$ cat src/rtl/seq_det_arbiter.sv
// Round-robin owner selection for one shared serial sequence detector.
// Each new owner gets one detector clear cycle, then up to MAX_BURST step cycles.
module seq_det_arbiter #(
  parameter int N         = 4,
  parameter int MAX_BURST = 8
) (
  input  logic                 clk,
  input  logic                 rst_n,
  input  logic [N-1:0]         req,
  input  logic [N-1:0]         c_in,
  output logic [N-1:0]         gnt,
  output logic [$clog2(N)-1:0] gnt_id,
  output logic                 busy,
  output logic                 det_clr,
  output logic                 det_en,
  output logic                 det_c,
  input  logic                 det_y,
  output logic [N-1:0]         y_out
);
  localparam int IW = $clog2(N);
  localparam int CW = $clog2(MAX_BURST + 1);

  typedef enum logic [1:0] {IDLE, CLR, GRANT} state_t;

  state_t          state, state_nx;
  logic [IW-1:0]   last_id, last_nx, gnt_id_nx, win;
  logic [CW-1:0]   cnt, cnt_nx;
  logic            any_req, release_g;

  assign any_req   = |req;
  assign release_g = ~req[gnt_id] | (cnt == CW'(MAX_BURST - 1));

  // Walk from farthest to nearest so the nearest requester after last_id wins;
  // k == N lands on last_id itself, giving it lowest priority.
  always_comb begin
    win = last_id;
    for (int k = N; k >= 1; k--) begin
      if (req[(int'(last_id) + k) % N]) win = IW'((int'(last_id) + k) % N);
    end
  end

  always_comb begin
    state_nx  = state;
    gnt_id_nx = gnt_id;
    last_nx   = last_id;
    cnt_nx    = cnt;
    case (state)
      IDLE: begin
        if (any_req) begin
          state_nx  = CLR;
          gnt_id_nx = win;
          last_nx   = win;
        end
      end
      CLR: begin
        state_nx = GRANT;
        cnt_nx   = '0;
      end
      GRANT: begin
        if (release_g) begin
          if (any_req) begin
            state_nx  = CLR;
            gnt_id_nx = win;
            last_nx   = win;
          end else begin
            state_nx = IDLE;
          end
        end else begin
          cnt_nx = cnt + CW'(1);
        end
      end
      default: state_nx = IDLE;
    endcase
  end

  // Outputs are flopped from the next-state decode so they align with state.
  always_ff @(posedge clk or negedge rst_n) begin
    if (!rst_n) begin
      state   <= IDLE;
      gnt_id  <= '0;
      last_id <= IW'(N - 1);
      cnt     <= '0;
      gnt     <= '0;
      busy    <= 1'b0;
      det_clr <= 1'b0;
      det_en  <= 1'b0;
    end else begin
      state   <= state_nx;
      gnt_id  <= gnt_id_nx;
      last_id <= last_nx;
      cnt     <= cnt_nx;
      gnt     <= (state_nx != IDLE) ? (N'(1) << gnt_id_nx) : '0;
      busy    <= (state_nx != IDLE);
      det_clr <= (state_nx == CLR);
      det_en  <= (state_nx == GRANT);
    end
  end

  assign det_c = det_en & c_in[gnt_id];

  always_comb begin
    y_out = '0;
    if (det_en) y_out[gnt_id] = det_y;
  end
endmodule

$ cat config.mk
export PLATFORM = sky130hd
export DESIGN_NAME = seq_det_arbiter
export DESIGN_NICKNAME = d
export VERILOG_FILES = /design/src/rtl/seq_det_arbiter.sv
export SDC_FILE = /design/constraint.sdc
export NUM_CORES = 1
export LEC_CHECK = 0
export ABC_AREA = 1
export CORE_MARGIN = 3
export CORE_UTILIZATION = 43
export DETAILED_ROUTE_END_ITERATION = 12
export PLACE_DENSITY = 0.74
export SETUP_SLACK_MARGIN = 0.5
export SLEW_MARGIN = 30
export SYNTH_ARGS = -nofsm -noshare
export SYNTH_HDL_FRONTEND = slang
export SYNTH_SLANG_ARGS = --single-unit
export TNS_END_PERCENT = 1
$ cat constraint.sdc
create_clock -name clk -period 1.3 [get_ports clk]
set_input_delay 0.13 -clock clk [delete_from_list [all_inputs] [get_ports clk]]
set_output_delay 0.13 -clock clk [all_outputs]
set_load 0.005 [all_outputs]
==> flow_summary.ini, run 1 <==
[placed_design]
dpl_cell_area_um2 = 1380
port_buffers = 24
numPlacedInstances = 188
gp_congestion = 0.785
place_hpwl_um = 1850

[worst_setup_path]
reg2reg_from = last_id[0]
reg2reg_slack_ps = -300
max_stage_delay_ps = 680
slowest_stage = dfstp_2
cpMostUsedCell = nand2_2
worstPathMaxFanout = 8
cp.required_ps = 1480
cp_cell_sequence = inv_8 > nand2_2 > nand2_2 > nand2_1 > nand2_1 > nand2_2 > nand2_1 > nand2_1 > nand2_1 > nand2_2 > nand2_2 > nand2_2 > nor2_1
worstSetupPathType = flip-flop to flip-flop
r2r-end = gnt[3]
end_kind = flip-flop
startpoint_type = flip-flop
crit_arrival_ps = 1780
reg2reg_depth = 13

[global_routing]
antenna_found_initial = 0
overflow = 0
grt_max_degree = 13
grt_pass1_vias = 945
grt_usage = 0.190
grt_pass1_wl_um = 4030

[logic_synthesis]
yosysWarningCount = 0
syn_nets = 136
netlist_instances = 124
synthDistinctLibCells = 24
netlist_area_um2 = 1020
synth_area_per_cell_um2 = 8.20
ys_seq_area_frac = 0.421
synth_seq_cells = 17

[die]
start_util = 0.484
coreArea_um2 = 2100
die_x_um = 54.6
io-pin-count = 25
die_h_um = 54.6
rows = 16
dieArea_um2 = 2980

[outcome]
status = finished with violations
violations = setup timing

[timing]
fin_crit_sh = 1.23
finalSetupViolCount = 19
hold_viol = 0
max_slew_margin = 0.837
max_freq_mhz = 624
fin_skew_ps = 1.61
fin_ws_ps = -303
tightest_slew_ps = 244
hold-worst-slack_ps = 68.7
period_needed_ps = 1600
rsz0062_at_grt = true
slew_viol_final = 0
tns_ps = -3370

[final_layout]
fillers = 159
final_area_um2 = 1480
layout_common_cells = 22 x nand2_1, 22 x buf_4, 16 x nand2_2
layoutNonFillerInstCount = 201
syn_to_final_growth_pct = 45.6
fin_util = 0.705
insertedDiodeCount = 0
finalNetCount = 187
drive_gt1_frac = 0.511

[detailed_routing]
antenna_left = 0
vias_per_cell = 4.88
drtPass1Iterations = 4
remaining_drc_errors = 0
num_vias = 980
detail_route.wl_per_cell_um = 12.5
drtIter0Drc = 17
drt_wl_total_um = 2520

[clock_network]
cts-root-buf = clkbuf_4
cts_max_path_buffers = 2
clkLatencyLatePin_ps = 280
cts_hold_buf = 0
cts_htree_levels = 1
clkSlewWorstSetupHoldPaths_ps = 90
tritoncts = yes
cts.sink_count = 17
cts_buffers = 3

[min_path]
hold_path_class = input pin to asynchronous set/reset pin

[power]
peakVddDrop_uv = 1690
power.density_nw_per_um2 = 2490
power_leakage_uw = 0.000799

[flow_run]
drv_cap = 0
[state kept, by name (all words and copies together), names as in the netlist]
signal	flops
busy	1
cnt	4
det_clr	1
gnt_id	2
last_id	2
det_en	1
gnt	4
state	2
[cell type report]
| cell class | instances | area (um2) | share of cell area |
|---|---|---|---|
| clock buffer | 4 | 26.3 | 0.0177 |
| inverter | 19 | 81.3 | 0.0549 |
| multi-input combinational | 85 | 533 | 0.360 |
| sequential | 17 | 430 | 0.291 |
| tap | 27 | 33.8 | 0.0228 |
| timing repair buffer | 49 | 377 | 0.254 |
[worst max-delay path: cells and delay by family, from the launching register on]
| kind | cells | cell delay (ps) |
|---|---|---|
| buffers and inverters | 1 | 80 |
| AND/OR/NAND/NOR | 12 | 740 |
| flip-flops | 1 | 680 |
[per-layer routing]
metal	vias up	wire length [um]	GRT usage
li1	490	-	-
met1	461	1080	0.229
met2	25	1260	0.343
met3	4	158	0.0436
met4	0	14	0.0373
met5	-	0	0
[synthesized netlist by cell type]
library cell   n  share of area
nand2_4        4          0.044
dfrtp_1       15           0.37
inv_1         10          0.037
xnor2_1        1         0.0086
or2_2          1         0.0062
nand3_2        3          0.030
xor2_1         1         0.0086
nor2_2         1         0.0062
dfstp_2        2          0.052
nand4_1        3          0.018
inv_4          1         0.0062
a22oi_1        1         0.0074
ha_1           1          0.012
a31oi_1        1         0.0062
nand2_2       16          0.098
nor3_1         4          0.020
nand3_1       13          0.064
inv_8          1          0.011
inv_2          7          0.026
o22ai_1        1         0.0062
buf_6          3          0.033
nor2_1         5          0.018
o21ai_0        4          0.020
nand2_1       25          0.092
[cells by family after synthesis]
logic type      count (synthesis)  share of synthesized area
xor+xnor                        2                     0.0172
flops                          17                      0.421
compound gates                  7                     0.0394
fa+ha+maj                       1                     0.0123
buf+inv                        22                      0.113
simple gates                   75                      0.397
[where the power goes]
group | internal (uW) | switching [uW]
clock network | 119 | 145
registers | 773 | 180
logic | 1120 | 1340
[through the flow]
step | worst slack (ps) | power (uW)
3_3_place_gp | -293 | 3010
2_1_floorplan | -113 | 2290
3_5_place_dp | -330 | 3090
4_1_cts | -277 | 3550
5_1_grt | -406 | 4010
6_report | -303 | 3680
[worst max path at each step]
stage | slack, ps | end | cells after the start | startpoint
floorplan | -110 | gnt[1] | 14 | last_id[0]
global placement | -290 | cnt[2] | 10 | req[3]
detailed placement | -330 | cnt[0] | 10 | req[3]
CTS | -280 | gnt[0] | 12 | last_id[0]
global route | -410 | gnt[1] | 13 | last_id[0]
finish | -300 | gnt[3] | 13 | last_id[0]
[timing repair]
action	4_1_cts	5_1_grt
resized for setup	22	43
gates cloned	0	0
setup buffers	6	3
setup endpoints to repair	31	31
hold endpoints to repair	0	0
pin swaps	1	7
(Power assumes the default switching activity.)
==> run 2: changes to the inputs <==
--- a/config.mk
+++ b/config.mk
@@ -7,7 +7,7 @@
 export LEC_CHECK = 0
 export ABC_AREA = 1
 export CORE_MARGIN = 3
-export CORE_UTILIZATION = 43
+export CORE_UTILIZATION = 45
 export DETAILED_ROUTE_END_ITERATION = 12
 export PLACE_DENSITY = 0.74
 export SETUP_SLACK_MARGIN = 0.5
==> constraint.sdc (replaced) <==
create_clock -name clk -period 1.7 [get_ports clk]
set_input_delay 0.17 -clock clk [delete_from_list [all_inputs] [get_ports clk]]
set_output_delay 0.17 -clock clk [all_outputs]
set_load 0.005 [all_outputs]
==> run 2 against run 1 <==
The flow now finishes without violations. Flip-flop and latch count unchanged. First-iteration DRC count down 41%. Worst hold slack improved by 120 ps. Fmax decreased by 1.6%. Clock-buffer cell count down 1. Combinational power is 23% lower. Die area down 4.0%. Final cell count fell by 6.0%. Clock power shrank 17%. Clock skew up 3.2 ps. Largest power group unchanged. Core utilization grew 3.5 points. Critical endpoint is now gnt[1].
==> flow_summary.ini, run 2 (synthesis gave the netlist of run 1 again) <==
[placed_design]
gp_congestion = 0.824
port_buffers = 24
place_ws_ps = 7.98
place_hpwl_um = 1750
numPlacedInstances = 174

[clock_network]
cts-root-buf = clkbuf_4
tritoncts = yes
clkLatencyLatePin_ps = 290
cts_max_path_buffers = 2
cts_buffers = 3
clkSlewWorstSetupHoldPaths_ps = 100
cts.sink_count = 17
cts_htree_levels = 1

[outcome]
status = completed

[worst_setup_path]
reg2reg_slack_ps = 70
worstSetupPathType = flip-flop to flip-flop
reg2reg_from = last_id[0]
startpoint = last_id[0]
startpoint_type = flip-flop
cp.required_ps = 1890
crit_arrival_ps = 1820
reg2reg_depth = 13
end_kind = flip-flop
worstPathMaxFanout = 8
endpoint = gnt[1]
r2r-end = gnt[1]

[timing]
period_needed_ps = 1630
fin_ws_ps = 70.5
finalSetupViolCount = 0
fin_skew_ps = 4.81
tightest_slew_ps = 251
max_freq_mhz = 614
rsz0062_at_grt = true
hold-worst-slack_ps = 190
hold_viol = 0
max_slew_margin = 0.833
fin_crit_sh = 0.959
slew_viol_final = 0

[detailed_routing]
remaining_drc_errors = 0
drtIter0Drc = 10
drtPass1Iterations = 4
drt_wl_total_um = 2460
vias_per_cell = 4.96
detail_route.wl_per_cell_um = 13.0
num_vias = 938
antenna_left = 0

[global_routing]
grt_pass1_wl_um = 3730
grt_usage = 0.180
grt_max_degree = 18
antenna_found_initial = 0
overflow = 0
grt_pass1_vias = 881

[final_layout]
fin_util = 0.740
reg_top3 = cnt x4, gnt x4
layout_common_cells = 18 x nand2_1, 18 x nand2_2, 17 x clkdlybuf4s50_1
insertedDiodeCount = 0
syn_to_final_growth_pct = 48.6
finalNetCount = 175
layoutNonFillerInstCount = 189
drive_gt1_frac = 0.519

[die]
die_h_um = 53.5
start_util = 0.498
coreArea_um2 = 2040
die_x_um = 53.5
rows = 16
dieArea_um2 = 2870
io-pin-count = 25

[power]
fin_total_pwr_uw = 2870
power_leakage_uw = 0.000742
peakVddDrop_uv = 1550
power.density_nw_per_um2 = 1900

[flow_run]
drv_cap = 0

[min_path]
hold_path_class = input pin to asynchronous set/reset pin
[run 2: changes by cell type in the layout (fill, tap and decap cells not counted), moves of 4 or more]
cell	delta
buf_2	-7
buf_6	+6
nand2_1	-4
clkdlybuf4s50_1	+7
buf_4	-17
[run 2: worst min-delay path by stage]
stage	endpoint	start	cells past startpoint	slack [ps]
CTS	gnt[3]	rst_n	2	190
global placement	cnt[1]	cnt[1]	2	490
finish	gnt[3]	rst_n	2	190
detailed placement	cnt[1]	cnt[1]	2	500
global route	gnt[1]	rst_n	2	190
floorplan	busy	rst_n	0	-130
[run 2: timing repair]
action | in CTS | in global routing
pin swaps | 6 | 24
setup endpoints to repair | 31 | 31
resized for setup | 16 | 53
hold buffers | 0 | 0
setup buffers | 9 | 2
[run 2: metal layers]
layer / wire [um] / vias to the layer above / track usage
li1: - / 473 / -
met1: 1080 / 439 / 0.211
met2: 1240 / 24 / 0.335
met3: 124 / 2 / 0.0305
met4: 11 / 0 / 0.0511
met5: 0 / - / 0
[run 2: area by class of cell]
| class | count | area (um2) |
|---|---|---|
| inverters | 19 | 83.8 |
| fillers | 157 | 531 |
| flip-flops and latches | 17 | 430 |
| clock buffers | 3 | 22.5 |
| well taps | 27 | 33.8 |
| clock inverters | 1 | 5.00 |
| repair buffers | 37 | 339 |
| multi-input cells | 85 | 597 |
[run 2: worst max-delay path: stages, from the launching register on]
cell and delay (ps):
dfstp_2 690, inv_8 90, nand2_2 70, nand2_2 60, nand2_2 70, nand2_2 50, nand2_2 60, nand2_1 50
nand2_1 50, nand2_1 60, nand2_2 100, nand2_2 70, nand2_2 80, nor2_2 30
[run 2: stage by stage]
stage	setup TNS, ps	cell area (um2)
3_3_place_gp	0	1270
6_report	0	1510
2_1_floorplan	0	1020
4_1_cts	0	1370
3_5_place_dp	0	1270
5_1_grt	-77.7	1510
[run 2: report_power, final]
group | internal (uW) | switching, uW
registers | 591 | 152
clock network | 87.5 | 132
logic | 852 | 1050
total | 1530 | 1340
==> run 3: changes to the inputs <==
--- a/config.mk
+++ b/config.mk
@@ -7,9 +7,9 @@
 export LEC_CHECK = 0
 export ABC_AREA = 1
 export CORE_MARGIN = 3
-export CORE_UTILIZATION = 45
+export CORE_UTILIZATION = 48
 export DETAILED_ROUTE_END_ITERATION = 12
-export PLACE_DENSITY = 0.74
+export PLACE_DENSITY = 0.78
 export SETUP_SLACK_MARGIN = 0.5
 export SLEW_MARGIN = 30
 export SYNTH_ARGS = -nofsm -noshare
==> run 3 against run 2 <==
Non-clock buffer count fell by 2. Critical path type unchanged. Flip-flop and latch count stayed put. Critical path depth fell by 3. Largest cell class unchanged. Clock power about the same. Worst setup slack worse by 34 ps. Final cell count fell by 1.1%. Clock skew down 1.4 ps. Sequential share of layout area increased by 0.48 points. Register-to-register slack lost 30 ps. Via count fell by 1.4%.
==> flow_summary.ini, run 3 (synthesis gave the netlist of run 1 again) <==
[outcome]
status = completed

[clock_network]
cts_buffers = 3
cts_htree_levels = 1
clkSlewWorstSetupHoldPaths_ps = 100
tritoncts = yes
cts_max_path_buffers = 2
clkLatencyLatePin_ps = 300
cts-root-buf = clkbuf_4
cts.sink_count = 17

[timing]
fin_skew_ps = 3.37
slew_viol_final = 0
period_needed_ps = 1660
tightest_slew_ps = 228
hold-worst-slack_ps = 175
fin_crit_sh = 0.979
max_freq_mhz = 601
fin_ws_ps = 36.1
max_slew_margin = 0.847
rsz0062_at_grt = true
hold_viol = 0
finalSetupViolCount = 0

[detailed_routing]
wl_met2_um = 1350
wl_met3_um = 91
detail_route.wl_per_cell_um = 14.0
num_vias = 925
vias_per_cell = 4.95
drtIter0Drc = 13
remaining_drc_errors = 0
top_layer = met4
drt_wl_total_um = 2620
antenna_left = 0
drtPass1Iterations = 4
wl_met1_um = 1150

[die]
coreArea_um2 = 1980
die_h_um = 52.0
start_util = 0.513
die_x_um = 52.0
io-pin-count = 25
rows = 16
dieArea_um2 = 2710

[worst_setup_path]
worstSetupPathType = flip-flop to flip-flop
reg2reg_from = gnt_id[0]
end_kind = flip-flop
crit_arrival_ps = 1900
r2r-end = gnt[3]
worstPathMaxFanout = 6
cp_cell_sequence = buf_6 > nor2_4 > nand2_1 > nand4_1 > nand3_2 > nand2_4 > nand2_1 > nand2_2 > nand2_2 > nor2_1
critical_path.top_delay_family = simple AND/OR/NAND/NOR gates
cp.required_ps = 1940
reg2reg_depth = 10
reg2reg_slack_ps = 40
startpoint_type = flip-flop
max_stage_delay_ps = 500
cp_num_cells = 10
slowest_stage = dfrtp_2
worstPathBufferInverterCount = 1

[flow_run]
drv_cap = 0

[power]
peakVddDrop_uv = 1350
power_leakage_uw = 0.000817
power.density_nw_per_um2 = 1880

[final_layout]
multi_input_area_um2 = 572
layout_common_cells = 20 x nand2_1, 17 x nand2_2, 13 x dfrtp_1
drive_gt1_frac = 0.481
layout_commonest_cell = nand2_1
finalNetCount = 173
syn_to_final_growth_pct = 46.1
fillers = 126
insertedDiodeCount = 0
reg_top3 = cnt x4, gnt x4
regArea_um2 = 430

[global_routing]
grt_pass1_vias = 875
grt_max_degree = 18
overflow = 0
antenna_found_initial = 0
grt_usage = 0.191
grt_pass1_wl_um = 3830

[placed_design]
gp_congestion = 0.791
place_hpwl_um = 1640
port_buffers = 24
place_ws_ps = 18.6

[min_path]
hold_path_class = input pin to asynchronous set/reset pin
[run 3: repair_timing]
action / 4_1_cts / 5_1_grt
endpoints found under the setup margin: 31 / 31
resized for setup: 15 / 53
hold buffers: 0 / 0
pin swaps: 3 / 17
buffers inserted: 9 / 0
[run 3: area by class of cell]
class / count / area share
multi-input cells: 85 / 0.385
flip-flops and latches: 17 / 0.290
repair buffers: 35 / 0.226
inverters: 19 / 0.0581
well taps: 27 / 0.0227
clock buffers: 3 / 0.0152
clock inverters: 1 / 0.00337
[run 3: per-layer routing]
metal	GRT usage	up-vias
met4	0.0786	0
met3	0.0201	4
met5	0	-
met2	0.324	23
li1	-	461
met1	0.245	437
[run 3: power by group]
part           switching (uW)  leakage (uW)  internal, uW
combinational            1030      0.000588           779
sequential                167      0.000211           590
clock                     135     0.0000177          87.9
[run 3: how the worst max path moves through the flow]
stage / from / endpoint / slack [ps]
3_5_place_dp: req[1] / cnt[2] / 20
2_1_floorplan: last_id[0] / gnt[1] / 290
4_1_cts: last_id[0] / gnt[3] / 130
3_3_place_gp: req[1] / gnt[1] / 70
6_report: gnt_id[0] / gnt[3] / 40
5_1_grt: gnt_id[0] / gnt[3] / -50
[run 3: worst reg2reg max path: cells and delay by family (launching register included)]
| kind | cells | cell delay [ps] |
|---|---|---|
| and+or+nand+nor | 9 | 960 |
| DFF | 1 | 500 |
| buffers and inverters | 1 | 150 |
[run 3: stage by stage]
stage | utilization | cells | TNS (ps) | total power [uW] | area, um2
after global placement | 0.642 | 174 | 0 | 2090 | 1270
after detailed placement | 0.642 | 174 | 0 | 2130 | 1270
final | 0.750 | 187 | 0 | 2790 | 1490
after global routing | 0.750 | 187 | -199 | 3010 | 1490
after floorplan | - | 124 | 0 | 1750 | 1020
after CTS | 0.696 | 187 | 0 | 2520 | 1380
